**config.mk**
```make
export PLATFORM = sky130hd
export DESIGN_NAME = counter_sequencer
export DESIGN_NICKNAME = d
export VERILOG_FILES = /design/src/rtl/counter_sequencer.sv
export SDC_FILE = /design/constraint.sdc
export NUM_CORES = 1
export LEC_CHECK = 0
export CORE_UTILIZATION = 41
export DETAILED_ROUTE_END_ITERATION = 8
export PLACE_DENSITY_LB_ADDON = 0.12
export SYNTH_ARGS = -nofsm -noshare
export SYNTH_HDL_FRONTEND = slang
export SYNTH_SLANG_ARGS = --single-unit
```
**constraint.sdc**
```tcl
create_clock -name Clock -period 1.6 [get_ports Clock]
set_input_delay 0.16 -clock Clock [delete_from_list [all_inputs] [get_ports Clock]]
set_output_delay 0.16 -clock Clock [all_outputs]
set_load 0.01 [all_outputs]
```
**src/rtl/counter_sequencer.sv**
```systemverilog
// Run-control sequencer around an n-bit modulo-k up-counter.
// Start/stop/pause commands, one-shot or periodic wrap, registered pulses.
module counter_sequencer #(
  parameter int n          = 4,
  parameter int DEF_PERIOD = 15
) (
  input  logic         Clock,
  input  logic         Reset_n,
  input  logic         Start,
  input  logic         Stop,
  input  logic         Pause,
  input  logic         Mode,
  input  logic [n-1:0] Period,
  input  logic         Tick_en,
  output logic [n-1:0] Q,
  output logic         Rollover,
  output logic         Done,
  output logic         Error,
  output logic         Busy,
  output logic [1:0]   State
);

  typedef enum logic [1:0] {
    IDLE   = 2'b00,
    RUN    = 2'b01,
    PAUSED = 2'b10,
    DONE   = 2'b11
  } state_e;

  state_e       state_q, state_d;
  logic [n-1:0] q_q, q_d;
  logic [n-1:0] period_q, period_d;
  logic         mode_q, mode_d;
  logic         roll_q, roll_d;
  logic         done_q, done_d;
  logic         err_q, err_d;
  logic         busy_q, busy_d;
  logic [n-1:0] last_c;
  logic         start_ok, step, wrap;

  // Period >= 2 means some bit above bit 0 is set
  assign start_ok = Start && (Period[n-1:1] != '0);
  assign last_c   = period_q - n'(1);
  assign step     = (state_q == RUN) && !Stop && !Start
                 && !Pause && Tick_en;
  assign wrap     = step && (q_q == last_c);

  always_ff @(posedge Clock) begin
    if (!Reset_n) begin
      state_q  <= IDLE;
      q_q      <= '0;
      period_q <= n'(DEF_PERIOD);
      mode_q   <= 1'b0;
      roll_q   <= 1'b0;
      done_q   <= 1'b0;
      err_q    <= 1'b0;
      busy_q   <= 1'b0;
    end else begin
      state_q  <= state_d;
      q_q      <= q_d;
      period_q <= period_d;
      mode_q   <= mode_d;
      roll_q   <= roll_d;
      done_q   <= done_d;
      err_q    <= err_d;
      busy_q   <= busy_d;
    end
  end

  always_comb begin
    state_d  = state_q;
    q_d      = q_q;
    period_d = period_q;
    mode_d   = mode_q;
    if (Stop) begin
      state_d = IDLE;
      q_d     = '0;
    end else if (start_ok) begin
      state_d  = RUN;
      q_d      = '0;
      period_d = Period;
      mode_d   = Mode;
    end else if (Start) begin
      // rejected start: DONE still lasts a single cycle
      if (state_q == DONE) state_d = IDLE;
    end else begin
      unique case (state_q)
        IDLE: state_d = IDLE;
        RUN: begin
          if (Pause) begin
            state_d = PAUSED;
          end else if (wrap) begin
            q_d = '0;
            if (!mode_q) state_d = DONE;
          end else if (step) begin
            q_d = q_q + n'(1);
          end
        end
        PAUSED: if (!Pause) state_d = RUN;
        DONE:   state_d = IDLE;
        default: state_d = IDLE;
      endcase
    end
  end

  always_comb begin
    roll_d = wrap;
    done_d = wrap && !mode_q;
    err_d  = Start && !Stop && !start_ok;
    busy_d = (state_d == RUN) || (state_d == PAUSED);
  end

  assign Q        = q_q;
  assign Rollover = roll_q;
  assign Done     = done_q;
  assign Error    = err_q;
  assign Busy     = busy_q;
  assign State    = state_q;

endmodule

```
==> results by group <==
Power and ir drop
  • LEAKAGE: 0.4722 nW
  • Total power density per cell area: ~630 mW/mm^2
  • Worst voltage drop across the vdd grid: ~550 uV

Clocking
  • Total of hold buffers inserted after clock tree synthesis: 0
  • TritonCTS clock tree: yes
  • Source-to-sink clock delay at the later pin of the worst-skew pair: around 280 ps
  • Clock input transition at the sequential cells of the worst setup and hold paths: about 90 ps
  • Htree depth: 1
  • Deepest clock path buffer count: 2
  • Clock tree root buffer cell: sky130_fd_sc_hd__clkbuf_4
  • Number of clock sinks seen by CTS: 15
  • Number of buffers created by CTS: 3

Routing
  • Number of vias after detailed routing: about 740
  • Vias per cell: around 5.0
  • Total Routed Length: approximately 1800 um
  • Wire length per cell: approximately 12 um
  • Drc violations: 0
  • Length of the first detailed-routing pass in iterations: 4
  • Iteration-0 DRC count of the detailed router: 29
  • Residual antenna-violating net count after detailed routing: 0

Timing
  • Final Cycle Share: between 90% and 100%
  • Setup clock skew after layout: 5.489 ps
  • Worst slew margin relative to its limit: around 77%
  • Worst Setup Slack, final: about 35 ps
  • Maximum achievable frequency: approximately 640 MHz
  • Aggregate negative setup slack: 0 ps
  • Setup repair after global routing missed its margin: true
  • Number of pins with negative max-slew slack in the final report: 0
  • Post-route minimum period: 1565 ps
  • Total count of hold-check failures in the final report: 0
  • # setup viols final: 0
  • Worst Max-Slew Pin Slew: ~340 ps

Min path
  • Startpoint of the lowest-slack hold path: Mode
  • Worst hold-check path type: primary input to register
  • Hold Path Stages: 3
  • Hold endpoint: mode_q

Setup path
  • Worst reg-to-reg path cell count: 7
  • Startpoint of the worst setup timing path: period_q[1]
  • Required @ worst endpoint: roughly 1800 ps
  • Worst setup EP type: register
  • Critical path startpoint category: register
  • Reg2reg end: Busy
  • Reg2reg start: period_q[1]
  • Minimum setup slack among reg-to-reg paths: about 35 ps
  • Worst-path maximum fanout: 6
  • Crit path DAT: ~1800 ps
  • WS Path Type: register to register

Placement
  • Final weighted congestion in routability-driven placement: approximately 0.75
  • Worst setup slack before clock tree synthesis: -252.3 ps
  • Estimated wirelength of the detail-placed design: around 1400 um
  • # port buffers: 20

Run status
  • Result of the run: finished, final reports clean

Synth
  • Avg Inst Size Synth: about 9.5 sq um
  • Yosys synthesis warning count: 0
  • Xor/xnor cell area share of the yosys netlist: between 8 and 9%
  • Number of instances in the synthesized netlist: 82
  • Unique masters post-synth: 36
  • Seq/Total Area, Yosys: roughly two fifths
  • Synth area leader: sky130_fd_sc_hd__dfxtp_1
  • Combinational family with the most area after synthesis: simple AND/OR/NAND/NOR gates
  • Flops & latches, synth: 15
  • Syn nets: 95
  • Post-synthesis share of cell area spent on and, or, nand and nor gates: roughly a third
  • Cell types with the largest area share after synthesis: sky130_fd_sc_hd__dfxtp_1 39%, sky130_fd_sc_hd__xnor2_1 4.5%, sky130_fd_sc_hd__xor2_1 4.5%
  • Mux contribution to synthesized area: 0%
  • Compound-Gate Fraction of Synth Area: 14.93%
  • Area share of the largest cell type after synthesis: 38.52%
  • Total standard cell area after synthesis: between 700 and 800 sq um
  • Synth Area in Adders: approximately 3.2%

Global routing
  • First-pass GRT wire length: approximately 2900 um
  • Pin count of the biggest net entering global routing: 10
  • Global Route Usage Sum: 19.90%
  • Via count of the first global-routing pass: 678
  • Antenna violations before repair: 0
  • Total congestion overflow after global routing: 0

Flow run
  • Max-capacitance violation count: 0

Die
  • Width of the die: between 40 and 50 um
  • Initial standard-cell utilization of the core: about 45%
  • Die outline height: roughly 46 um
  • Die Outline Area: roughly 0.0021 sq mm
  • Ports: 21
  • Standard cell core area: 0.001745 sq mm
  • Site Rows: 15

Final layout
  • Layout overhead on the synthesized area: 52.65%
  • Share of the core filled with cells: a little under 70%
  • Layout cells sized above 1: 26.83%
  • Number of nets at the end of the flow: roughly 140
  • Count of antenna diodes in the layout: 0
## layer usage
layer  up-vias  track usage, %  share of wire, %
met5         -               0                 0
met4         0           5.455              0.71
met3         2           5.952               4.1
met2        19           33.71                49
met1       339           24.15                46
li1        379               -                 -
## state kept, by name (all words and copies together), names as in the netlist
signal / flops
State: 2
mode_q: 1
Error: 1
Done: 1
Busy: 1
period_q: 4
Rollover: 1
Q: 4
## final cells by class
cell class,instances,area [sq um]
Clock buffer,3,22.52
Clock inverter,1,5.005
Fill cell,160,555.5
Inverter,3,11.26
Multi-Input combinational cell,63,481.7
Sequential cell,15,302.8
Tap cell,25,31.28
Timing Repair Buffer,38,335.3
## report_power, final
group / total (W) / switching (W) / internal, W / leakage, nW
logic: 0.000142 / 0.0000629 / 0.0000796 / 0.333
clock network: 0.000216 / 0.000124 / 0.0000928 / 0.0177
registers: 0.000394 / 0.00000889 / 0.000385 / 0.121
## critical path, cell delays in order, from the launching register on
cell and delay, ps:
sky130_fd_sc_hd__dfxtp_2 350, sky130_fd_sc_hd__inv_2 50, sky130_fd_sc_hd__ha_4 150, sky130_fd_sc_hd__xnor2_1 140, sky130_fd_sc_hd__xnor2_1 310, sky130_fd_sc_hd__nor4_4 70
sky130_fd_sc_hd__buf_4 160, sky130_fd_sc_hd__a311oi_1 250
## worst max-delay path by stage
stage	endpoint	slack, ps	cells past startpoint
CTS	Busy	20	6
global route	Busy	-40	7
finish	Busy	30	7
floorplan	Busy	90	6
detailed placement	State[1]	-250	6
global placement	Busy	-220	5
## cell usage in the layout (no fill, tap or decap), types with 2 or more instances in the layout
| cell type | instances |
|---|---|
| sky130_fd_sc_hd__dfxtp_1 | 13 |
| sky130_fd_sc_hd__xnor2_1 | 4 |
| sky130_fd_sc_hd__clkdlybuf4s50_1 | 20 |
| sky130_fd_sc_hd__nand2_1 | 7 |
| sky130_fd_sc_hd__nand3_1 | 5 |
| sky130_fd_sc_hd__nor2b_1 | 3 |
| sky130_fd_sc_hd__o211ai_1 | 2 |
| sky130_fd_sc_hd__buf_4 | 18 |
| sky130_fd_sc_hd__inv_2 | 2 |
| sky130_fd_sc_hd__and2_1 | 2 |
| sky130_fd_sc_hd__nor3b_1 | 3 |
| sky130_fd_sc_hd__dfxtp_2 | 2 |
| sky130_fd_sc_hd__o21ai_1 | 2 |
| sky130_fd_sc_hd__xor2_1 | 4 |
| sky130_fd_sc_hd__o21ai_0 | 3 |
| sky130_fd_sc_hd__clkbuf_4 | 3 |
| sky130_fd_sc_hd__nand2b_1 | 2 |
| sky130_fd_sc_hd__nor3_1 | 3 |
## through the flow
stage               hold slack [ps]  cells  instance area [sq um]  total power (W)
floorplan                     231.8     82                  779.5        0.0004622
CTS                           417.0    146                   1162        0.0007563
global route                  458.4    148                   1190        0.0007862
detailed placement            484.0    142                   1120        0.0005344
global placement              482.9    142                   1120        0.0005332
finish                        423.8    148                   1190        0.0007531
## synthesized netlist by cell type (all sizes together)
master,count
a211oi,1
a21o,1
a21oi,1
a2bb2o,1
a2bb2oi,1
a311oi,1
a41o,1
and2,2
and2b,1
and3,1
buf,1
dfxtp,15
ha,2
inv,3
nand2,8
nand2b,2
nand3,5
nand3b,1
nand4,1
nor2,2
nor2b,3
nor3,3
nor3b,3
nor4,2
nor4b,2
o211ai,2
o21ai,5
o22ai,1
o31ai,1
or3,1
xnor2,4
xor2,4
## cells by family (layout without fill, tap and decap cells)
logic type	count (synthesis)	in the layout
compound gates	16	16
xor+xnor	8	8
fa+ha+maj	2	2
buf+inv	4	45
flops	15	15
simple gates	37	37
## timing repair
action                     in CTS  in global routing
gates resized for setup         5                  4
pin swaps                       4                  3
hold endpoints to repair        0                  0
cloned                          0                  0
setup endpoints to repair       1                  9
setup buffers                   0                  2
Power figures use the tool's default switching activity.
